### config.mk
export PLATFORM = sky130hd
export DESIGN_NAME = interconnect_matrix
export DESIGN_NICKNAME = d
export VERILOG_FILES = /design/src/rtl/icu_pkg.sv /design/src/rtl/route_mux_cell.sv /design/src/rtl/interconnect_matrix.sv
export SDC_FILE = /design/constraint.sdc
export NUM_CORES = 1
export LEC_CHECK = 0
export ABC_AREA = 0
export BUFFER_PORTS_ARGS = -buffer_cell sky130_fd_sc_hd__buf_2
export CORE_ASPECT_RATIO = 1.25
export CORE_MARGIN = 10
export CORE_UTILIZATION = 45
export CTS_BUF_LIST = sky130_fd_sc_hd__clkbuf_8 sky130_fd_sc_hd__clkbuf_16
export DETAILED_ROUTE_END_ITERATION = 7
export PLACE_DENSITY = 0.67
export SYNTH_ARGS = -nofsm -noshare
export SYNTH_HDL_FRONTEND = slang
export SYNTH_SLANG_ARGS = --single-unit
### constraint.sdc
create_clock -name clk -period 3.5 [get_ports clk]
set_clock_uncertainty 0.1 [all_clocks]
set_input_delay 0.7 -clock clk [delete_from_list [all_inputs] [get_ports clk]]
set_output_delay 0.7 -clock clk [all_outputs]
set_load 0.01 [all_outputs]
### src/rtl/icu_pkg.sv
// Shared types and constants for the CLB interconnect matrix: FSM state encoding,
// width helpers and the base indices of each source group on the src bus.
package icu_pkg;

    typedef enum logic [1:0] {
        ST_UNCFG = 2'd0,
        ST_LOAD  = 2'd1,
        ST_RUN   = 2'd2
    } icu_state_e;

    // Source group bases: pad inputs, local Q, remote RQ, carry outputs.
    localparam int IDX_I   = 0;
    localparam int IDX_Q   = 16;
    localparam int IDX_RQ  = 24;
    localparam int IDX_CYO = 32;

    function automatic int clog2(input int value);
        int r;
        r = 0;
        while ((1 << r) < value) begin
            r = r + 1;
        end
        return r;
    endfunction

    function automatic int cfg_bits(input int n_out, input int sel_w);
        return n_out * sel_w;
    endfunction

endpackage

### src/rtl/route_mux_cell.sv
// One routed output: N_SRC:1 selector that drives 0 and flags an error when the
// select code does not name an existing source.
module route_mux_cell
    import icu_pkg::*;
#(
    parameter int N_SRC = 40,
    parameter int SEL_W = 6
) (
    input  logic [N_SRC-1:0] src_i,
    input  logic [SEL_W-1:0] sel_i,
    output logic             val_o,
    output logic             err_o
);

    localparam logic [SEL_W:0] N_SRC_L = (SEL_W + 1)'(N_SRC);

    always_comb begin
        val_o = 1'b0;
        for (int i = 0; i < N_SRC; i++) begin
            if (sel_i == i[SEL_W-1:0]) begin
                val_o = src_i[i];
            end
        end
    end

    assign err_o = ({1'b0, sel_i} >= N_SRC_L);

endmodule

### src/rtl/interconnect_matrix.sv
// Scan-chain programmed interconnect matrix: routes N_SRC sources onto N_OUT LUT
// inputs using per-output select fields committed atomically on leaving programming mode.
module interconnect_matrix
    import icu_pkg::*;
#(
    parameter  int N_SRC   = 40,
    parameter  int N_OUT   = 4,
    parameter  int SEL_W   = 6,
    parameter  int REG_OUT = 1,
    localparam int CNT_W   = icu_pkg::clog2(N_OUT * SEL_W + 1)
) (
    input  logic             clk,
    input  logic             rst_b,
    input  logic             prgm_b,
    input  logic             cfg_en,
    input  logic             cfg_sin,
    output logic             cfg_sout,
    output logic             cfg_done,
    output logic             cfg_err,
    input  logic [N_SRC-1:0] src,
    output logic [N_OUT-1:0] route_out,
    output logic [N_OUT-1:0] sel_err,
    output logic [1:0]       dbg_state,
    output logic [CNT_W-1:0] dbg_bit_cnt
);

    localparam int              CFG_BITS = cfg_bits(N_OUT, SEL_W);
    localparam logic [CNT_W-1:0] CNT_FULL = CNT_W'(CFG_BITS);

    icu_state_e            state_q, state_d;
    logic [CFG_BITS-1:0]   sr_q, sr_d;
    logic [CFG_BITS-1:0]   act_cfg_q, act_cfg_d;
    logic [CNT_W-1:0]      bit_cnt_q, bit_cnt_d;
    logic                  cfg_err_q, cfg_err_d;
    logic                  cfg_done_q, cfg_done_d;
    logic [N_OUT-1:0]      mux_val, mux_err;
    logic                  run_q;

    always_ff @(posedge clk or negedge rst_b) begin
        if (!rst_b) begin
            state_q    <= ST_UNCFG;
            sr_q       <= '0;
            act_cfg_q  <= '0;
            bit_cnt_q  <= '0;
            cfg_err_q  <= 1'b0;
            cfg_done_q <= 1'b0;
        end else begin
            state_q    <= state_d;
            sr_q       <= sr_d;
            act_cfg_q  <= act_cfg_d;
            bit_cnt_q  <= bit_cnt_d;
            cfg_err_q  <= cfg_err_d;
            cfg_done_q <= cfg_done_d;
        end
    end

    always_comb begin
        state_d    = state_q;
        sr_d       = sr_q;
        act_cfg_d  = act_cfg_q;
        bit_cnt_d  = bit_cnt_q;
        cfg_err_d  = cfg_err_q;
        cfg_done_d = cfg_done_q;
        case (state_q)
            ST_UNCFG, ST_RUN: begin
                if (!prgm_b) begin
                    state_d    = ST_LOAD;
                    bit_cnt_d  = '0;
                    cfg_err_d  = 1'b0;
                    cfg_done_d = 1'b0;
                end
            end
            ST_LOAD: begin
                if (prgm_b) begin
                    // A short load leaves the previous active config untouched.
                    if (bit_cnt_q == CNT_FULL) begin
                        act_cfg_d  = sr_q;
                        state_d    = ST_RUN;
                        cfg_done_d = 1'b1;
                    end else begin
                        cfg_err_d = 1'b1;
                        state_d   = ST_UNCFG;
                    end
                end else if (cfg_en) begin
                    sr_d = {cfg_sin, sr_q[CFG_BITS-1:1]};
                    if (bit_cnt_q != CNT_FULL) begin
                        bit_cnt_d = bit_cnt_q + CNT_W'(1);
                    end
                end
            end
            default: state_d = ST_UNCFG;
        endcase
    end

    for (genvar k = 0; k < N_OUT; k++) begin : g_cell
        route_mux_cell #(
            .N_SRC(N_SRC),
            .SEL_W(SEL_W)
        ) u_cell (
            .src_i(src),
            .sel_i(act_cfg_q[k*SEL_W +: SEL_W]),
            .val_o(mux_val[k]),
            .err_o(mux_err[k])
        );
    end

    assign run_q = (state_q == ST_RUN);

    if (REG_OUT != 0) begin : g_reg_out
        logic [N_OUT-1:0] route_q, err_q;

        // Cleared on any edge that leaves or has not yet settled into RUN.
        always_ff @(posedge clk or negedge rst_b) begin
            if (!rst_b) begin
                route_q <= '0;
                err_q   <= '0;
            end else if (run_q && (state_d == ST_RUN)) begin
                route_q <= mux_val;
                err_q   <= mux_err;
            end else begin
                route_q <= '0;
                err_q   <= '0;
            end
        end

        assign route_out = run_q ? route_q : '0;
        assign sel_err   = run_q ? err_q   : '0;
    end else begin : g_comb_out
        assign route_out = run_q ? mux_val : '0;
        assign sel_err   = run_q ? mux_err : '0;
    end

    assign cfg_sout    = sr_q[0];
    assign cfg_done    = cfg_done_q;
    assign cfg_err     = cfg_err_q;
    assign dbg_state   = state_q;
    assign dbg_bit_cnt = bit_cnt_q;

endmodule

# --- Word-level counts from Yosys, hierarchy flattened ---
# Cells that the tools add are included.
totals:
  regBits: 65
  latch_bits: 0
  mem_bits_rw: 0
  romBits: 0
  in_bits: 45
  word_cells: 375
  n_memories: 0
classes:
  add_sub_neg: 1
  mul: 0
  n_div: 0
  order_cmp: 4
  eq_ne: 168
  n_shift: 0
  muxes: 180
  n_bitwise: 1
  n_reduce_logical: 13
ops:
  columns: ["cell", "count"]
  rows:
  - ["$eq A6 B5 Y1 const B", 64]
  - ["$eq A6 B4 Y1 const B", 32]
  - ["$eq A6 B6 Y1 const B", 32]
  - ["$mux W1", 165]
  - ["$eq A6 B3 Y1 const B", 16]
  - ["$eq A6 B2 Y1 const B", 8]
  - ["$eq A6 B1 Y1 const B", 4]
  - ["$ge A6 B6 Y1 const B", 4]
  - ["$logic_not A6 Y1", 4]
  - ["$mux W5", 4]
  - ["$mux W4", 4]
  - ["$ne A2 B2 Y1 const B", 7]
  - ["$pmux W5 S2", 1]
  - ["$reduce_and A4 Y1", 2]
  - ["$mux W2", 3]
  - ["$reduce_and A3 Y1", 2]
  - ["$add A5 B1 Y5 const B", 1]
  - ["$eq A5 B5 Y1 const B", 1]
  - ["$ne A5 B5 Y1 const B", 1]
  - ["$reduce_and A5 Y1", 1]
  - ["$eq A2 B2 Y1 const B", 2]
  - ["$pmux W1 S2", 2]
  - ["$pmux W2 S2", 1]
  - ["$eq A2 B1 Y1 const B", 1]
  - ["5 further kinds", 5]

# --- Logic depth before layout (Yosys ltp) ---
depth:
  ltp_word: 42
  mapped_depth: 9

# --- By module ---
# Synthesis repeated with hierarchy kept, for this count alone.
hier_totals:
  hier_cells: 624
  area_unflattened_um2: 5763.0
by_module_without_submodules:
  columns: ["mod", "instances", "cells_each", "area_per_inst_um2"]
  rows:
  - ["route_mux_cell", 4, 111, 754.5]
  - ["interconnect_matrix", 1, 180, 2745.1]

# --- Worst setup path before layout ---
# OpenSTA, ideal clock, no wires.
synth_timing:
  path_kind: "input port to flip-flop"
  from: "in prgm_b"
  to: "reg sr_q[23]"
  setup_ns: 0.125
  arrival_ns: 1.869
  required_ns: 3.275
  slack_ns: 1.407
  stages: 5
  n_path_buf: 3
  cell_sequence: "clkbuf_1 > nor4bb_1 > buf_2 > buf_2 > mux2_2"
synth_via:
  elab_chain_cells: 2
synth_rtl:
  columns: ["item", "line", "rtl"]
  rows:
  - ["start: declaration", "interconnect_matrix.sv:14", "input logic prgm_b,"]
  - ["$not A1 Y1 (no source line)", null, null]
  - ["$reduce_and A3 Y1 (no source line)", null, null]
  - ["end signal: assignment", "interconnect_matrix.sv:49", "sr_q <= sr_d;"]
  - ["end: declaration", "interconnect_matrix.sv:31", "logic [CFG_BITS-1:0] sr_q, sr_d;"]
# No other way between the ends.
# A chain may end at the register's enable or synchronous reset.

# --- Worst setup path in the final report ---
layout_timing:
  from: "reg act_cfg_q[6]"
  to: "reg g_reg_out.route_q[1]"
layout_via:
  elab_chain_cells: 42
layout_rtl:
  columns: ["item", "line", "rtl"]
  rows:
  - ["start: declaration", "interconnect_matrix.sv:32", "logic [CFG_BITS-1:0] act_cfg_q, act_cfg_d;"]
  - ["start signal: assignment", "interconnect_matrix.sv:50", "act_cfg_q <= act_cfg_d;"]
  - ["$logic_not A6 Y1", "route_mux_cell.sv:20", "if (sel_i == i[SEL_W-1:0]) begin"]
  - ["$mux W1 (39 in a row)", "route_mux_cell.sv:20", null]
  - ["$mux W1 *", "route_mux_cell.sv:20", null]
  - ["$mux W4 *", "interconnect_matrix.sv:117", "end else if (run_q && (state_d == ST_RUN)) begin"]
  - ["end signal: assignment", "interconnect_matrix.sv:118", "route_q <= mux_val;"]
  - ["end: declaration", "interconnect_matrix.sv:110", "logic [N_OUT-1:0] route_q, err_q;"]
# Mark *: on every way between the ends. The rest lies on a longest branch, timed or not.

==> impl_metrics.tcl <==
set metrics [dict create \
    yosys_warnings 0 \
    syn-mean-instance-area_um2 9.32 \
    p_switching_uw 466 \
    place_ws_ns 1.11 \
    grt_use_met1_pct 25.0 \
    multi_input_area_um2 3020 \
    max_slew_margin_pct 35.9 \
    worst_pin_slew_ns 0.961 \
    synth_edf_count 0 \
    layout-drive-gt1-share_pct 26.3 \
    cts_sinks 65 \
    synth_cells 525 \
    die_y_um 137 \
    power_density_nw_per_um2 348 \
    end_kind "flip-flop" \
    rsz0062_at_grt "false" \
    finalCritPeriodShare_pct 69.4 \
    grt_first_pass_wirelength_um 23900 \
    cts_tree "done" \
    cts_resized 0 \
    post-route-drc-count 0 \
    synth_area_um2 4890 \
    grt_use_met3_pct 5.26 \
    hold_slack_ns 0.399 \
    grt_max_degree 66 \
    yosysTopAreaCell "dfrtp_1" \
    vias_per_cell 6.42 \
    cpLargestDelayFamily "flip-flops" \
    finalMaxSlewViolations 0 \
    p_leak_nw 2.38 \
    ir_worst_vdd_v 0.000241 \
    swShare_pct 24.2 \
    fillers 1006 \
    die_area_um2 15500 \
    ys_ff_latch 65 \
    htreeDepth 3 \
    path_cells "nor2b_1, a22oi_1, a211o_1, a21oi_1, a2111oi_0, o21ai_1" \
    critPathSlowestCell "dfrtp_1" \
    clock_path_buffers 2 \
    synth.top_cell.area_share_pct 33.3 \
    combPwrFrac_pct 11.0 \
    wl_per_cell_um 21.2 \
    cts_root_buf "clkbuf_16" \
    num_vias 4511 \
    ys.flop_type "dfrtp_1" \
    critPathArrivalTime_ns 2.58 \
    p_clk_share_pct 45.0 \
    cp-start-kind "flip-flop" \
    path_max_fanout 27 \
    numCtsBuffers 9 \
    grt.busiest_layer "met2" \
    routed_wl_um 14900 \
    setup-violations-final 0 \
    die_w_um 113 \
    critical_path_class "flip-flop to flip-flop" \
    syn_to_final_growth_pct 13.0 \
    final_nets 613 \
    seq_power_share_pct 43.9 \
    ios 63 \
    post-route-min-period_ns 2.43 \
    gr-total-overflow 0 \
    utilization_pct 52.1 \
    outcome "completed" \
    cap_violations 0 \
    synth.distinct_cells 67 \
    synth_fp_nets 572 \
    clk_latency_ns 0.33 \
    path_buf_inv 0 \
    grt_pass1_vias 4433 \
    synthTopCellsByArea "dfrtp_1 33%, mux2_2 12%, mux2i_1 4.5%" \
    row_count 42 \
    clk_pin_slew_ns 0.05 \
    drt_iter0_drc 429 \
    finalHoldViolCount 0 \
    fmax_mhz 412 \
    ctsHoldBuffers 0 \
    port_buffers 62 \
    place_congestion 1.01 \
    hold_path_class "flip-flop to flip-flop" \
    diodes 0 \
    fin_tns_setup_ns 0 \
    power_mw 1.92 \
    crit_path_max_incr_delay_ns 0.89 \
    drtAntennaViolNets 0 \
    cp.required_ns 3.65 \
    antenna_found_initial 0 \
    use_met2_pct 27.9 \
    async_reset_ff_share_pct 100 \
    setup_slack_ns 1.07 \
    post_cts_buffers 0 \
    seq_area_um2 1630 \
    start_util_pct 46.1 \
    internal_power_mw 1.46 \
    core_region_area_um2 10600 \
    dp_hpwl_um 10800 \
    dr.pass1.iters 6 \
    grt_usage_pct 19.3 \
    synth_seq_area_share_pct 33.3 \
]
-- path summary, 6_finish.rpt --
path	startpoint	end	slack, ns	cells after the start
hold / removal	cfg_err	cfg_err	0.40	2
max in group asynchronous	rst_b	act_cfg_q[22]	2.32	2
min in group asynchronous	rst_b	dbg_bit_cnt[2]	0.45	2
hold reg to reg	cfg_err	cfg_err	0.40	2
setup reg to reg	act_cfg_q[6]	g_reg_out.route_q[1]	1.07	6
setup / recovery	act_cfg_q[6]	g_reg_out.route_q[1]	1.07	6
-- worst min-delay path: cells and delay by family (launching register included) --
family        cells  cell delay [ns]
flops             1             0.35
simple gates      2             0.12
-- per-stage QoR --
stage	std cells	area, µm²
after detailed placement	687	5240
after floorplan	525	4890
final	703	5530
after global routing	703	5530
after CTS	703	5530
after global placement	687	5240
-- layer usage --
layer,vias to the layer above,routed length (µm)
li1,2057,-
met1,2175,6280
met2,236,6440
met3,43,1440
met4,0,750
met5,-,0
-- cell families (layout without fill, tap and decap cells) --
kind of cell / count (synthesis) / count (layout) / share of synthesized area, %
simple gates: 184 / 184 / 21.0
mux: 85 / 85 / 21.5
xor+xnor: 3 / 3 / 0.537
flops: 65 / 65 / 33.3
fa+ha+maj: 2 / 2 / 0.512
buf+inv: 55 / 101 / 5.40
compound gates: 131 / 131 / 17.7
-- cell type report --
cell class	instances	share of cell area [%]
inverter	14	0.951
multi-input combinational	405	54.5
timing repair buffer	71	6.84
clock inverter	6	0.928
clock buffer	10	4.32
sequential	65	29.4
tap	132	2.99
-- state kept, by name, indices dropped and copies added (netlist names) --
| register | cells |
|---|---|
| cfg_done | 1 |
| g_reg_out.err_q | 4 |
| dbg_state | 2 |
| act_cfg_q | 24 |
| dbg_bit_cnt | 5 |
| g_reg_out.route_q | 4 |
| sr_q | 24 |
| cfg_err | 1 |
-- power groups by stage --
stage	sequential [mW]	combinational [mW]	clock [mW]
6_report	0.845	0.212	0.866
5_1_grt	0.854	0.232	0.923
4_1_cts	0.847	0.212	0.893
3_5_place_dp	0.859	0.209	0
3_3_place_gp	0.855	0.204	0
2_1_floorplan	0.845	0.0999	0
-- cell usage in the layout (no fill, tap or decap), drive strengths merged, types with 9 or more instances in the layout --
cell and instances:
dfrtp 65, nor2 33, nand3 17, clkbuf 10, mux2i 22, nand3b 9, a21oi 28, nand2b 15
mux4 10, o21ai 34, mux2 53, nor2b 17, nand2 33, buf 71, inv 16, and2 12
-- Yosys cell counts, drive strengths merged (6+ instances only) --
cell and n:
mux4 10, nand3 17, nand2 33, nor4 6
a22oi 6, a21oi 28, buf 30, o21ai 34
nor3 8, mux2 53, nand3b 9, and2 12
a31oi 7, nand2b 15, nor2b 17, nor3b 6
nor2 33, mux2i 22, dfrtp 65, o22ai 6
clkbuf 11, inv 13
No activity file was read; power rests on OpenSTA's default activity.
